**src/rtl/alu_pkg.sv**
```systemverilog
// ============================================================================
// Module   : alu_pkg
// Purpose  : Shared FSM state type and default width for the serial ALU.
// Revision : 1.0
// ============================================================================
`default_nettype none

package alu_pkg;

    localparam int DEFAULT_WIDTH = 8;

    typedef enum logic [1:0] {
        IDLE  = 2'd0,
        SHIFT = 2'd1,
        DONE  = 2'd2
    } state_e;

endpackage

`default_nettype wire

```
**src/rtl/alu_fa1.sv**
```systemverilog
// ============================================================================
// Module   : alu_fa1
// Purpose  : 1-bit full adder used as the bit-serial arithmetic core.
// Revision : 1.0
// ============================================================================
`default_nettype none

module alu_fa1 (
    input  logic a,
    input  logic b,
    input  logic ci,
    output logic s,
    output logic co
);

    assign s  = a ^ b ^ ci;
    assign co = (a & b) | (ci & (a ^ b));

endmodule

`default_nettype wire

```
**src/rtl/alu_serial8.sv**
```systemverilog
// ============================================================================
// Module   : alu_serial8
// Purpose  : Bit-serial add/subtract, one bit per clock, valid/ready framed.
//            Define ALU_SERIAL_FLAGS_EN to build the v/z flag logic.
// Revision : 1.0
// ============================================================================
`default_nettype none

module alu_serial8
    import alu_pkg::*;
#(
    parameter int WIDTH = DEFAULT_WIDTH
) (
    input  logic             clk,
    input  logic             rst_n,
    input  logic             in_valid,
    output logic             in_ready,
    input  logic [WIDTH-1:0] a,
    input  logic [WIDTH-1:0] b,
    input  logic             sub,
    output logic             out_valid,
    input  logic             out_ready,
    output logic [WIDTH-1:0] q,
    output logic             c,
    output logic             v,
    output logic             z
);

    localparam int               CNT_W    = $clog2(WIDTH) + 1;
    localparam logic [CNT_W-1:0] LAST_BIT = CNT_W'(WIDTH - 1);

    state_e           state_q, state_d;
    logic [WIDTH-1:0] a_q, a_d;
    logic [WIDTH-1:0] b_q, b_d;
    logic [WIDTH-1:0] res_q, res_d;
    logic             carry_q, carry_d;
    logic [CNT_W-1:0] cnt_q, cnt_d;
    logic             fa_s, fa_co;
    logic             accept;

    assign accept = (state_q == IDLE) && in_valid;

    always_ff @(posedge clk or negedge rst_n) begin
        if (!rst_n) begin
            state_q <= IDLE;
        end else begin
            state_q <= state_d;
        end
    end

    always_comb begin
        state_d = state_q;
        case (state_q)
            IDLE:    if (in_valid)          state_d = SHIFT;
            SHIFT:   if (cnt_q == LAST_BIT) state_d = DONE;
            DONE:    if (out_ready)         state_d = IDLE;
            default:                        state_d = IDLE;
        endcase
    end

    always_comb begin
        in_ready  = (state_q == IDLE);
        out_valid = (state_q == DONE);
    end

    alu_fa1 u_fa1 (
        .a  (a_q[0]),
        .b  (b_q[0]),
        .ci (carry_q),
        .s  (fa_s),
        .co (fa_co)
    );

    // Subtraction is a + ~b + 1: invert b on capture and seed the carry with 1.
    always_comb begin
        a_d     = a_q;
        b_d     = b_q;
        res_d   = res_q;
        carry_d = carry_q;
        cnt_d   = cnt_q;
        if (accept) begin
            a_d     = a;
            b_d     = sub ? ~b : b;
            carry_d = sub;
            cnt_d   = '0;
        end else if (state_q == SHIFT) begin
            a_d     = a_q >> 1;
            b_d     = b_q >> 1;
            res_d   = {fa_s, res_q[WIDTH-1:1]};
            carry_d = fa_co;
            cnt_d   = cnt_q + CNT_W'(1);
        end
    end

    always_ff @(posedge clk or negedge rst_n) begin
        if (!rst_n) begin
            a_q     <= '0;
            b_q     <= '0;
            res_q   <= '0;
            carry_q <= 1'b0;
            cnt_q   <= '0;
        end else begin
            a_q     <= a_d;
            b_q     <= b_d;
            res_q   <= res_d;
            carry_q <= carry_d;
            cnt_q   <= cnt_d;
        end
    end

    assign q = res_q;
    assign c = carry_q;

`ifdef ALU_SERIAL_FLAGS_EN
    logic last_bit;
    logic v_q, z_q;

    assign last_bit = (state_q == SHIFT) && (cnt_q == LAST_BIT);

    // On the MSB step carry_q is the carry into the MSB and fa_co the carry out.
    always_ff @(posedge clk or negedge rst_n) begin
        if (!rst_n) begin
            v_q <= 1'b0;
            z_q <= 1'b0;
        end else if (last_bit) begin
            v_q <= carry_q ^ fa_co;
            z_q <= (res_d == '0);
        end
    end

    assign v = v_q;
    assign z = z_q;
`else
    assign v = 1'b0;
    assign z = 1'b0;
`endif

endmodule

`default_nettype wire
```
**config.mk**
```make
export PLATFORM = sky130hd
export DESIGN_NAME = alu_serial8
export DESIGN_NICKNAME = d
export VERILOG_FILES = /design/src/rtl/alu_pkg.sv /design/src/rtl/alu_fa1.sv /design/src/rtl/alu_serial8.sv
export SDC_FILE = /design/constraint.sdc
export NUM_CORES = 1
export LEC_CHECK = 0
export ABC_AREA = 1
export BUFFER_PORTS_ARGS = -buffer_cell sky130_fd_sc_hd__buf_2
export CAP_MARGIN = 5
export CORE_MARGIN = 3
export CORE_UTILIZATION = 50
export DETAILED_ROUTE_END_ITERATION = 8
export GPL_TIMING_DRIVEN = 0
export PLACE_DENSITY = 0.78
export SETUP_SLACK_MARGIN = 0.1
export SYNTH_ARGS = -nofsm -noshare
export SYNTH_HDL_FRONTEND = slang
export SYNTH_SLANG_ARGS = --single-unit
export TNS_END_PERCENT = 1
```
**constraint.sdc**
```tcl
create_clock -name clk -period 1.2 [get_ports clk]
set_input_delay 0.24 -clock clk [delete_from_list [all_inputs] [get_ports clk]]
set_output_delay 0.24 -clock clk [all_outputs]
set_load 0.005 [all_outputs]
```
Word level (Yosys, flattened, before mapping)
Cells that the tools add are included.

word-level totals
  register bits after elaboration = 31
  output and inout bits = 13
  logic and storage cells = 38

cells by class
  add/subtract/negate cells = 1
  equal/unequal tests = 6
  multiplexer cells = 13
  bitwise logic cells = 7
  reduce and logical (&&, ||, !) cells = 5

operator list
  operator               count
  $mux W8                5
  $mux W4                2
  $not A8 Y8             1
  $mux W2                3
  $pmux W2 S3            1
  $add A4 B1 Y4 const B  1
  $eq A4 B3 Y1 const B   1
  $ne A2 B2 Y1 const B   2
  $reduce_and A3 Y1      1
  $and A1 B1 Y1          2
  $eq A2 B1 Y1 const B   1
  $eq A2 B2 Y1 const B   1
  $logic_not A2 Y1       1
  $mux W1                2
  $ne A2 B1 Y1 const B   1
  $reduce_and A2 Y1      1
  $reduce_bool A2 Y1     1
  $xor A1 B1 Y1          2
  $logic_and A1 B1 Y1    1
  $not A1 Y1             1
  $or A1 B1 Y1           1

Longest topological paths before layout
Gate-level depths: netlist of run 1.

  word-level depth = 5
  gate-level depth with buffers = 7
  gate-level depth less buffers = 6

Hierarchy
Synthesis of run 1 repeated with hierarchy kept, for this count alone.

second synthesis, totals
  cells, all modules = 172
  area total of the unflattened synthesis = 1451.4 µm²

by module, submodules not included
  module       times used  cells an instance  area each (µm²)  sequential area each (µm²)
  alu_serial8  1           171                1431.4           775.7
  alu_fa1      1           1                  20.0             0.0

Worst setup path before layout of run 1
No wires, ideal clock.

  path kind = register to register
  from = register carry_q (netlist: c)
  to = register res_q[7] (netlist: q[7])
  library setup time = 126 ps
  arrival = 987 ps
  data required time = 1074 ps
  setup slack = 87 ps
  cell stages (with the launch flop) = 4
  clock period less this slack = 1113 ps
  cells stage by stage = dfrtp_1 fa_1 nand2_1 o21ai_0

on the way
  cells in the longest elaborated chain, start to end = 1

RTL lines
  element                 RTL line            source
  from (decl)             alu_serial8.sv:36   logic carry_q, carry_d;
  from (signal assigned)  alu_serial8.sv:106  carry_q <= carry_d;
  $xor A1 B1 Y1           alu_fa1.sv:16       assign s = a ^ b ^ ci;
  via fa_s                alu_serial8.sv:38   logic fa_s, fa_co;
  to (signal assigned)    alu_serial8.sv:105  res_q <= res_d;
  to (decl)               alu_serial8.sv:35   logic [WIDTH-1:0] res_q, res_d;

The timed path passes the listed nets, and every way through them passes these cells.
A chain may end at the register's enable or synchronous reset.

Worst setup path in the final report of run 1
  from = register state_q[1]
  to = output in_ready

on the way
  cells in the longest elaborated chain, start to end = 1

RTL lines
  element                 RTL line           source
  from (decl)             alu_serial8.sv:32  state_e state_q, state_d;
  from (signal assigned)  alu_serial8.sv:47  state_q <= state_d;
  $logic_not A2 Y1        alu_serial8.sv:62  in_ready = (state_q == IDLE);
  to (decl)               alu_serial8.sv:17  output logic in_ready,

No other way between the ends.

==> results.py, run 1 <==
metrics = {
    "timing": {
        "setup_viol": 2,
        "fin_ws_ps": -67.63,
        "fmax_ghz": 0.7889,
        "fin_worst_skew_ps": 5.963,
        "final-hold-violation-count": 0,
        "rsz0062_at_grt": "yes",
        "slew_violations": 0,
        "max_slew.worst_pin.slew_ps": 670.2,
        "period_minus_slack_ps": 1268,
        "fin_crit_sh_pct": 105.6,
        "slew_headroom_pct": 55.32,
    },
    "setup_path": {
        "cp_slowest_cell": "dfrtp_2",
        "worstSetupPathType": "flop to primary output",
        "cp-start-kind": "flop",
        "r2r_end": "b_q[5]$_DFFE_PN0P_",
        "crit_end": "in_ready",
        "r2r-start": "state_q[1]$_DFFE_PN0P_",
        "arrival_ps": 1030,
        "crit_start": "state_q[1]$_DFFE_PN0P_",
        "crit_path_end_kind": "primary output",
        "critPathMaxStageDelay_ps": 450,
        "path_cells": "nor2_4 > buf_2",
        "worst-endpoint-required_ps": 960,
        "reg2reg_setup_slack_ps": 10,
        "reg2reg_depth": 6,
        "cp_max_fo": 4,
    },
    "place": {
        "dpl.hpwl_um": 2195,
        "place_congestion": 0.8452,
        "dp_cells": 233,
        "portBuffers": 30,
    },
    "cells_and_area": {
        "nFillCells": 211,
        "drive_gt1_share_pct": 31.13,
        "postLayoutCoreUtil_pct": 68.39,
        "layout.nets": 236,
        "antenna_cells": 0,
        "syn_to_final_growth_pct": 22.79,
        "stdcell_count": 242,
    },
    "route": {
        "post-route-drc-count": 0,
        "routed_via_density": 5.062,
        "first_pass_iters": 4,
        "via_count": 1225,
        "drtIter0Drc": 56,
        "wire_per_inst_um": 12.89,
        "wirelength_um": 3119,
        "ant_nets": 0,
    },
    "global_routing": {
        "grt_antenna_before_repair": 0,
        "grt_max_degree": 32,
        "grt_pass1_vias": 1213,
        "globalRouteOverflowTotal": 0,
        "grt_pass1_wl_um": 5278,
        "grt_usage_pct": 19.95,
    },
    "clock_network": {
        "cts_root_buffer": "clkbuf_4",
        "clk_pin_slew_ps": 80,
        "clock_path_buffers": 2,
        "cts_tree": "done",
        "cts_sinks": 31,
        "cts_buffers": 5,
        "clk_latency_ps": 320,
        "htreeDepth": 2,
    },
    "outcome": {
        "violations": "setup timing",
        "status": "finished with violations",
    },
    "synth": {
        "synth_cell_type_count": 20,
        "synth_edf_count": 0,
        "syn_area_um2": 1455,
        "avgSynthCellArea_um2": 8.460,
        "yosys.area.top_type_share_pct": 53.31,
        "ys_warn_count": 0,
        "synthFlopType": "dfrtp_1",
        "synth-seq-cells": 31,
        "synth_largest_area_cell": "dfrtp_1",
        "synth_area_leaders": "dfrtp_1 53%, nand2_1 18%, nand3_1 5.8%, xor2_1 4.2%, inv_1 2.6%",
        "synth_common_cells": "71 x nand2_1, 31 x dfrtp_1, 17 x nand3_1",
        "yosysMostFrequentCell": "nand2_1",
        "synth_seq_area_share_pct": 53.31,
        "netlist_instances": 172,
        "synthArstFlopShare_pct": 100.0,
    },
    "job": {
        "maxCapViolations": 0,
    },
    "die": {
        "design.core.area_um2": 2613,
        "initial_core_util_pct": 55.70,
        "rows": 18,
        "fp.dieH_um": 59.95,
        "die_x_um": 59.95,
        "io-pin-count": 34,
        "dieArea_um2": 3593,
    },
    "min_path": {
        "holdCritPathClass": "primary input to flop",
    },
    "power": {
        "p_per_area_nw_per_um2": 2246,
        "peakVddDrop_v": 0.001545,
        "p_leak_nw": 0.9634,
    },
}
critical path, delay by kind of cell (launching register included):
family	cells	cell delay [ps]
buf+inv	1	130
flops	1	450
simple gates	1	140
worst min path at each step:
stage	startpoint	endpoint	cells past startpoint
4_1_cts	a[7]	a_q[7]$_DFFE_PN0P_	3
2_1_floorplan	rst_n	a_q[0]$_DFFE_PN0P_	0
3_5_place_dp	rst_n	q[7]$_DFFE_PN0P_	1
3_3_place_gp	rst_n	q[5]$_DFFE_PN0P_	1
6_report	a[7]	a_q[7]$_DFFE_PN0P_	3
5_1_grt	a[4]	a_q[4]$_DFFE_PN0P_	3
cell usage in the layout, fill, tap and decap left out:
| cell type | instances |
|---|---|
| conb_1 | 2 |
| inv_2 | 1 |
| nand2_2 | 6 |
| o21ai_1 | 10 |
| fa_1 | 1 |
| dfrtp_2 | 2 |
| nor2_2 | 2 |
| inv_1 | 9 |
| nor2_4 | 2 |
| nand4_1 | 1 |
| clkbuf_1 | 1 |
| clkbuf_4 | 5 |
| nand2_1 | 66 |
| nand3_2 | 4 |
| dfrtp_1 | 29 |
| dlygate4sd3_1 | 1 |
| buf_2 | 31 |
| buf_4 | 7 |
| nand3_1 | 13 |
| xor2_1 | 7 |
| buf_8 | 3 |
| xnor2_1 | 1 |
| o21ai_0 | 3 |
| ha_2 | 1 |
| nor2_1 | 2 |
| inv_4 | 2 |
metrics by stage:
stage | hold slack [ps] | TNS (ps) | instance area [um2] | total power, mW | worst slack, ps
6_report | 115.1 | -109.0 | 1787 | 4.013 | -67.63
5_1_grt | 107.1 | -1299 | 1787 | 4.378 | -109.9
4_1_cts | 109.3 | -157.0 | 1744 | 3.904 | -88.34
3_5_place_dp | 313.7 | 0 | 1647 | 3.284 | 54.36
3_3_place_gp | 301.9 | 0 | 1647 | 3.157 | 84.77
2_1_floorplan | -55.59 | 0 | 1459 | 2.758 | 114.7
sequential cells by signal, summed over array words and instances (netlist names):
name and flops:
a_q 8, b_q 8, c 1, cnt_q 4, q 8, state_q 2
routing by layer:
| metal | wire, um | global-route usage [%] | vias up |
|---|---|---|---|
| met5 | 0 | 0 | - |
| met4 | 68 | 8.544 | 0 |
| met3 | 170 | 4.752 | 9 |
| met2 | 1710 | 35.49 | 38 |
| met1 | 1169 | 22.47 | 567 |
| li1 | - | - | 611 |
cell type report:
cell class / count / area (um2) / area share, %
Sequential cell: 31 / 778.2 / 43.56
Multi-Input combinational cell: 121 / 616.8 / 34.52
Timing Repair Buffer: 33 / 175.2 / 9.804
Buffer: 9 / 87.58 / 4.902
Inverter: 12 / 50.05 / 2.801
Clock buffer: 6 / 41.29 / 2.311
Tap cell: 30 / 37.54 / 2.101
cells by family (layout without fill, tap and decap cells):
family / count (synthesis) / count (layout) / synth area share (%)
AND/OR/NAND/NOR: 96 / 96 / 26.91
flip-flops: 31 / 31 / 53.31
buffers and inverters: 21 / 60 / 7.996
AO/OA/AOI/OAI: 13 / 13 / 4.471
XOR/XNOR: 8 / 8 / 4.815
adder cells (fa/ha/maj): 2 / 2 / 2.236
other: 1 / 2 / 0.2577
power by group:
part / internal [mW] / total, mW / switching, mW
registers: 1.48 / 1.77 / 0.295
clock network: 0.208 / 0.522 / 0.314
logic: 0.754 / 1.72 / 0.966
timing repair:
action                                  CTS  global route
pin swaps                                 7             4
hold buffers                              1             0
setup buffers                             0             2
endpoints found under the hold margin    31             0
resized for setup                        15            13
endpoints found under the setup margin   29            40
Note: power is estimated with default switching activity, not from simulation.
==> run 2: changes to the inputs <==
--- a/config.mk
+++ b/config.mk
@@ -12,7 +12,8 @@
 export CORE_UTILIZATION = 50
 export DETAILED_ROUTE_END_ITERATION = 8
 export GPL_TIMING_DRIVEN = 0
-export PLACE_DENSITY = 0.78
+export HOLD_SLACK_MARGIN = 0.12
+export PLACE_DENSITY = 0.84
 export SETUP_SLACK_MARGIN = 0.1
 export SYNTH_ARGS = -nofsm -noshare
 export SYNTH_HDL_FRONTEND = slang
==> run 2 against run 1 <==
The flow still finishes with violations (setup timing). Sequential share of layout area shrank 1.4 points. Maximum frequency is 1.3% higher. Sequential power about the same. Largest power group unchanged. Highest routed layer unchanged.
==> results.py, run 2 (synthesis gave the netlist of run 1 again) <==
metrics = {
    "clock_network": {
        "clk_pin_slew_ps": 100,
        "cts_tree": "done",
        "clk_latency_ps": 340,
        "cts_root_buffer": "clkbuf_4",
        "cts_sinks": 31,
        "htreeDepth": 2,
        "clock_path_buffers": 2,
        "cts_buffers": 5,
    },
    "cells_and_area": {
        "drive_gt1_share_pct": 25.91,
        "layout_common_cells": "69 x nand2_1, 32 x buf_2, 31 x dfrtp_1",
        "syn_to_final_growth_pct": 26.31,
        "antenna_cells": 0,
        "layout_commonest_cell": "nand2_1",
        "fin_area_um2": 1838,
        "layout.nets": 242,
    },
    "power": {
        "seqPwrFrac_pct": 43.5,
        "p_clk_share_pct": 17.6,
        "p_per_area_nw_per_um2": 2190,
        "p_comb_share_pct": 38.9,
        "swShare_pct": 37.90,
        "power.internal_mw": 2.499,
        "power.net_switching_mw": 1.525,
        "p_leak_nw": 0.9854,
        "peakVddDrop_v": 0.001650,
    },
    "min_path": {
        "holdCritPathClass": "primary input to flop",
        "worstHoldPathCells": 3,
        "hp-start": "a[7]",
        "whs_endpoint": "a_q[7]$_DFFE_PN0P_",
    },
    "place": {
        "pre_cts_ws_ps": 73.88,
        "place_congestion": 0.7712,
        "place_area_um2": 1647,
        "dpl.hpwl_um": 1911,
        "portBuffers": 30,
    },
    "timing": {
        "period_minus_slack_ps": 1251,
        "fin_ws_ps": -51.48,
        "rsz0062_at_grt": "yes",
        "slew_headroom_pct": 55.82,
        "final-hold-violation-count": 0,
        "slew_violations": 0,
        "fmax_ghz": 0.7991,
        "setup_viol": 2,
        "whs_ps": 124.2,
        "max_slew.worst_pin.slew_ps": 662.7,
        "fin_crit_sh_pct": 104.3,
        "fin_worst_skew_ps": 15.38,
    },
    "route": {
        "ant_nets": 0,
        "drtIter0Drc": 44,
        "wirelength_um": 2941,
        "wire_per_inst_um": 11.76,
        "routed_via_density": 4.852,
        "via_count": 1213,
        "first_pass_iters": 5,
        "post-route-drc-count": 0,
    },
    "outcome": {
        "status": "finished with violations",
        "violations": "setup timing",
    },
    "global_routing": {
        "grt_pass1_wl_um": 4919,
        "grt_antenna_before_repair": 0,
        "globalRouteOverflowTotal": 0,
        "grt_pass1_vias": 1147,
        "grt_max_degree": 32,
        "grt_usage_pct": 18.62,
    },
    "setup_path": {
        "cp-start-kind": "flop",
        "worst-endpoint-required_ps": 960,
        "reg2reg_depth": 7,
        "crit_path_end_kind": "primary output",
        "r2r-start": "state_q[1]$_DFFE_PN0P_",
        "reg2reg_setup_slack_ps": 30,
        "arrival_ps": 1010,
        "cp_max_fo": 4,
        "r2r_end": "b_q[6]$_DFFE_PN0P_",
        "worstSetupPathType": "flop to primary output",
    },
    "die": {
        "rows": 18,
        "initial_core_util_pct": 55.70,
        "design.core.area_um2": 2613,
        "io-pin-count": 34,
        "dieArea_um2": 3593,
        "fp.dieH_um": 59.95,
        "die_x_um": 59.95,
    },
    "job": {
        "maxCapViolations": 0,
    },
}
-- run 2: changes by cell type in the layout (fill, tap and decap cells not counted), moves of 3 or more --
cell,previous run,this run
nand2_1,66,69
o21ai_1,10,7
nand3_1,13,16
nand3_2,4,1
o21ai_0,3,6
nand2_2,6,2
dlygate4sd3_1,1,8
-- run 2: layout make-up --
| class | count | area (um2) |
|---|---|---|
| fill | 211 | 774.5 |
| clock inverter | 1 | 7.507 |
| sequential | 31 | 775.7 |
| clock buffer | 7 | 65.06 |
| timing repair buffer | 39 | 237.7 |
| tap | 30 | 37.54 |
| multi-input combinational | 121 | 584.3 |
| inverter | 12 | 52.55 |
| buffer | 9 | 77.57 |
-- run 2: worst max-delay path: stages (launching register included) --
cell and delay [ps]:
dfrtp_1 430, nor2_2 140, buf_2 120
-- run 2: per-layer routing --
layer	track usage, %	wire length [um]
met5	0	0
met4	5.696	41
met3	5.832	158
met2	32.25	1458
met1	21.90	1282
-- run 2: per-stage QoR --
| stage | total power, mW | utilization, % | TNS, ps | cells |
|---|---|---|---|---|
| floorplan | 2.758 | - | 0 | 173 |
| global placement | 3.170 | 63.03 | 0 | 233 |
| detailed placement | 3.225 | 63.03 | 0 | 233 |
| CTS | 4.041 | 70.26 | -104.1 | 250 |
| global route | 4.350 | 70.35 | -716.7 | 250 |
| finish | 4.024 | 70.35 | -100.7 | 250 |
-- run 2: how the worst max path moves through the flow --
| stage | endpoint | cells after the start | from | slack, ps |
|---|---|---|---|---|
| 2_1_floorplan | q[7]$_DFFE_PN0P_ | 3 | a_q[0]$_DFFE_PN0P_ | 110 |
| 3_5_place_dp | a_q[0]$_DFFE_PN0P_ | 4 | state_q[0]$_DFFE_PN0P_ | 70 |
| 6_report | in_ready | 2 | state_q[1]$_DFFE_PN0P_ | -50 |
| 4_1_cts | in_ready | 2 | state_q[0]$_DFFE_PN0P_ | -60 |
| 5_1_grt | in_ready | 2 | state_q[0]$_DFFE_PN0P_ | -100 |
| 3_3_place_gp | a_q[1]$_DFFE_PN0P_ | 6 | state_q[0]$_DFFE_PN0P_ | 80 |
-- run 2: power by group through the flow --
stage	sequential (mW)	combinational (mW)	clock (mW)
after floorplan	1.73	1.03	0
after global placement	1.75	1.42	0
after detailed placement	1.76	1.46	0
after CTS	1.75	1.57	0.718
after global routing	1.81	1.80	0.746
final	1.75	1.57	0.707
-- run 2: timing repair --
item | CTS | global route
cloned | 0 | 0
endpoints found under the setup margin | 34 | 41
hold buffers | 8 | 0
endpoints found under the hold margin | 38 | 0
pin swaps | 5 | 2
buffers inserted | 1 | 0
gates resized for setup | 10 | 1
